`config.mk`:
```
export PLATFORM = sky130hd
export DESIGN_NAME = uart_rx_fifo
export DESIGN_NICKNAME = d
export VERILOG_FILES = /design/src/rtl/uart_pkg.sv /design/src/rtl/uart_fifo_mem.sv /design/src/rtl/uart_rx_fifo.sv
export SDC_FILE = /design/constraint.sdc
export NUM_CORES = 1
export LEC_CHECK = 0
export ABC_AREA = 1
export CORE_AREA = 2 2 82 143
export CTS_CLUSTER_DIAMETER = 200
export DETAILED_ROUTE_END_ITERATION = 16
export DIE_AREA = 0 0 84 145
export PLACE_DENSITY = 0.78
export RECOVER_POWER = 50
export SYNTH_ARGS = -nofsm -noshare
export SYNTH_HDL_FRONTEND = slang
export SYNTH_SLANG_ARGS = --single-unit
```
`constraint.sdc`:
```
create_clock -name clk -period 2.78 [get_ports clk]
set_clock_uncertainty 0.1 [all_clocks]
set_input_delay 0.556 -clock clk [delete_from_list [all_inputs] [get_ports clk]]
set_output_delay 0.556 -clock clk [all_outputs]
set_load 0.05 [all_outputs]
```
`src/rtl/uart_pkg.sv`:
```
// uart_pkg: shared UART constants for the receive path.
package uart_pkg;
    localparam int UART_DATA_W        = 8;
    localparam int UART_RX_FIFO_DEPTH = 16;
endpackage

```
`src/rtl/uart_fifo_mem.sv`:
```
// uart_fifo_mem: DEPTH x DATA_W register array, sync write port, async read port, no reset.
module uart_fifo_mem #(
    parameter int DEPTH  = 16,
    parameter int DATA_W = 8
) (
    input  logic                       clk,
    input  logic                       we,
    input  logic [$clog2(DEPTH)-1:0]   waddr,
    input  logic [DATA_W-1:0]          wdata,
    input  logic [$clog2(DEPTH)-1:0]   raddr,
    output logic [DATA_W-1:0]          rdata
);
    logic [DATA_W-1:0] mem [DEPTH];
    always_ff @(posedge clk)
        if (we) mem[waddr] <= wdata;
    assign rdata = mem[raddr];
endmodule

```
`src/rtl/uart_rx_fifo.sv`:
```
// uart_rx_fifo: captures a byte per rising edge of rx_done into a FIFO
// and presents it over valid/ready, with occupancy and sticky overflow.
module uart_rx_fifo
    import uart_pkg::*;
#(
    parameter int DEPTH  = UART_RX_FIFO_DEPTH,
    parameter int DATA_W = UART_DATA_W
) (
    input  logic                     clk,
    input  logic                     rst,
    input  logic [DATA_W-1:0]        rx_data,
    input  logic                     rx_done,
    output logic [DATA_W-1:0]        m_data,
    output logic                     m_valid,
    input  logic                     m_ready,
    output logic [$clog2(DEPTH):0]   count,
    output logic                     full,
    output logic                     empty,
    output logic                     overflow,
    input  logic                     clr_overflow
);
    localparam int AW = $clog2(DEPTH);
    logic [AW:0] wr_ptr, rd_ptr;
    logic        done_q, wr_evt, rd_evt, wr_ok;
    assign wr_evt  = rx_done & ~done_q;
    assign rd_evt  = m_valid & m_ready;
    assign wr_ok   = wr_evt & (~full | rd_evt);
    assign empty   = wr_ptr == rd_ptr;
    assign full    = (wr_ptr[AW] != rd_ptr[AW]) && (wr_ptr[AW-1:0] == rd_ptr[AW-1:0]);
    assign count   = wr_ptr - rd_ptr;
    assign m_valid = ~empty;
    // done_q resets high so a level already asserted at reset release is ignored
    always_ff @(posedge clk or posedge rst)
        if (rst) begin
            done_q   <= 1'b1;
            wr_ptr   <= '0;
            rd_ptr   <= '0;
            overflow <= 1'b0;
        end else begin
            done_q   <= rx_done;
            if (wr_ok)  wr_ptr <= wr_ptr + 1'b1;
            if (rd_evt) rd_ptr <= rd_ptr + 1'b1;
            overflow <= (wr_evt & full & ~rd_evt) | (overflow & ~clr_overflow);
        end
    uart_fifo_mem #(.DEPTH(DEPTH), .DATA_W(DATA_W)) u_mem (
        .clk   (clk),
        .we    (wr_ok),
        .waddr (wr_ptr[AW-1:0]),
        .wdata (rx_data),
        .raddr (rd_ptr[AW-1:0]),
        .rdata (m_data)
    );
endmodule

```
==> results_dict.tcl <==
set metrics [dict create \
    power.density_mw_per_mm2 1178 \
    use_met1_pct 29.16 \
    met3_usage_pct 5.802 \
    h-tree-depth 4 \
    ant_nets 0 \
    antenna_found_initial 0 \
    end_kind "output port" \
    netSwitchingFraction_pct 40.84 \
    synth_area_leaders "edfxtp_1 (59%), nand2_1 (14%), inv_1 (7.8%), nand3_1 (7.1%), dfrtp_1 (4.2%)" \
    drtIter0Drc 392 \
    combPwrFrac_pct 50.9 \
    tns_ns 0 \
    synth_warnings 0 \
    intPower_uw 5386 \
    synthFlopType "edfxtp_1" \
    grt_util_met2_pct 43.72 \
    cts_hold_buf 0 \
    clk_pin_slew_ns 0.05 \
    worst_ir_drop_vdd_v 0.002122 \
    final_cell_area_mm2 0.007729 \
    vias 4589 \
    rows 51 \
    crit_type "reg2out" \
    syn_to_final_growth_pct 18.61 \
    ys_seq_area_share_pct 63.61 \
    drt_pass1_iterations 5 \
    clockBufferDepth 2 \
    maxSlewHeadroom_pct 31.30 \
    routedWlPerCell_um 16.66 \
    hold_violations 0 \
    wl_um 14630 \
    yosysTopAreaCellShare_pct 58.99 \
    setup_viol 0 \
    hpwl_um 9578 \
    clockRootBuffer "clkbuf_16" \
    p_switching_uw 3718 \
    post-place-cells 848 \
    vias_per_cell 5.227 \
    dieWidth_um 84 \
    fin_nets 760 \
    drc 0 \
    grt_pass1_wl_um 23180 \
    hold_slack_ns 0.4336 \
    start_kind "flip-flop" \
    stdcell_count 878 \
    track_usage_pct 25.36 \
    status "finished, final reports clean" \
    hold_path.class "reg2reg" \
    synth_edf_count 128 \
    ys_async_sr_fraction_pct 8.571 \
    cp.required_ns 2.12 \
    diodes 0 \
    core_area_mm2 0.01104 \
    max_freq_ghz 0.3718 \
    yosysUniqueCellTypes 23 \
    overflow 0 \
    cts_tree "built" \
    numCtsBuffers 17 \
    num_io_pins 30 \
    grt_pass1_vias 4591 \
    initial_utilization_pct 59.03 \
    numClockSinks 140 \
    power.leakage_uw 0.003503 \
    clk_latency_ns 0.40 \
    ys_ff_latch 140 \
    p_total_uw 9104 \
    syn-num-nets 708 \
    place_area_mm2 0.007229 \
    grt-busiest-layer "met2" \
    grt_start_max_net_pins 67 \
    crit_fanout 5 \
    seqPwrFrac_pct 27.8 \
    synthCells 685 \
    clockPowerShare_pct 21.3 \
    fp.dieH_um 145 \
    dieArea_mm2 0.01218 \
    maxCapViolCount 0 \
    routabilityCongestion 0.8818 \
    final.period_utilization_pct 96.74 \
    syn_avg_cell_area_um2 9.513 \
    portBuffers 29 \
    critical_path_arrival_ns 2.03 \
    drive_gt1_share_pct 9.651 \
    yosysTopAreaCell "edfxtp_1" \
    drv_slew 0 \
    fin_crit_ns 2.689 \
    worst_pin_slew_ns 1.031 \
    netlist_area_mm2 0.006516 \
]
==> cells by family (layout without fill, tap and decap cells) <==
logic type	after synthesis	count (layout)	synth area share (%)
AOI/OAI and AO/OA	6	6	0.4608
xor gates and xnor gates	8	8	1.075
adders and majority gates	10	10	2.035
buffers and inverters	166	227	10.08
DFF	140	140	63.61
and+or+nand+nor	355	355	22.73
==> per-layer routing <==
layer / share of wire, % / routed length, um
met1: 36 / 5242
met2: 53 / 7816
met3: 6.8 / 989
met4: 4.0 / 578
met5: 0 / 0
==> power groups by stage <==
stage / combinational, uW / sequential [uW] / clock [uW]
after CTS: 4620 / 2530 / 1950
after global routing: 4940 / 2540 / 2040
after detailed placement: 4560 / 2560 / 0
final: 4630 / 2540 / 1940
after global placement: 4490 / 2560 / 0
after floorplan: 2700 / 2540 / 0
==> registers in the layout, indices dropped and copies added, names as in the netlist <==
register,flops
rd_ptr,5
done_q,1
overflow,1
wr_ptr,5
u_mem.mem,128
==> cell usage in the layout (no fill, tap or decap), types with 2 or more instances in the layout <==
cell / n
clkbuf_16: 17
clkinv_2: 2
clkinv_1: 3
inv_2: 4
clkdlybuf4s50_1: 3
ha_1: 9
dfrtp_1: 10
nand2_1: 238
clkbuf_1: 13
xor2_1: 7
o21ai_0: 4
edfxtp_1: 128
a21oi_1: 2
nor2_1: 20
buf_12: 17
nand3_1: 92
dlygate4sd3_1: 10
buf_4: 21
inv_1: 135
==> final cells by class <==
| type | instances | area (um2) |
|---|---|---|
| flip-flops and latches | 140 | 4146 |
| fillers | 750 | 3311 |
| multi-input cells | 379 | 1727 |
| repair buffers | 59 | 669.4 |
| inverters | 140 | 525.5 |
| clock buffers | 23 | 447.9 |
| well taps | 132 | 165.2 |
| clock inverters | 5 | 47.55 |
==> timing repair <==
item,in CTS,in global routing
buffers inserted,0,2
resized for setup,4,3
setup endpoints to repair,7,5
==> worst max-delay path: stages (launching register included) <==
cell and delay (ns):
dfrtp_1 0.43, inv_2 0.10, ha_1 0.15, inv_1 0.07, fa_2 0.35, nand3_1 0.09
nand2_1 0.08, xor2_2 0.19, buf_12 0.16
==> synth_stat cells, drive strengths merged, types with 2 or more instances <==
cell type,number
nand3,92
buf,22
xor2,8
edfxtp,128
nand2,239
ha,9
a21oi,2
clkbuf,4
dfrtp,11
nor2,22
o21ai,4
inv,139
==> metrics by stage <==
step	setup slack, ns	utilization, %
2_1_floorplan	0.06035	-
3_3_place_gp	0.3439	65.49
3_5_place_dp	0.2759	65.49
4_1_cts	0.009311	70.10
5_1_grt	-0.00003575	70.01
6_report	0.09051	70.01
==> final timing paths <==
kind / start / end / slack, ns / depth (start not counted)
max reg2reg: rd_ptr[2] / u_mem.mem[5][7] / 0.33 / 7
min reg2reg: wr_ptr[4] / wr_ptr[4] / 0.43 / 2
min: wr_ptr[4] / wr_ptr[4] / 0.43 / 2
max: wr_ptr[0] / count[4] / 0.09 / 8
min in group asynchronous: rst / rd_ptr[4] / 0.51 / 2
max in group asynchronous: rst / rd_ptr[0] / 1.70 / 2
No activity file was read; power rests on OpenSTA's default activity.
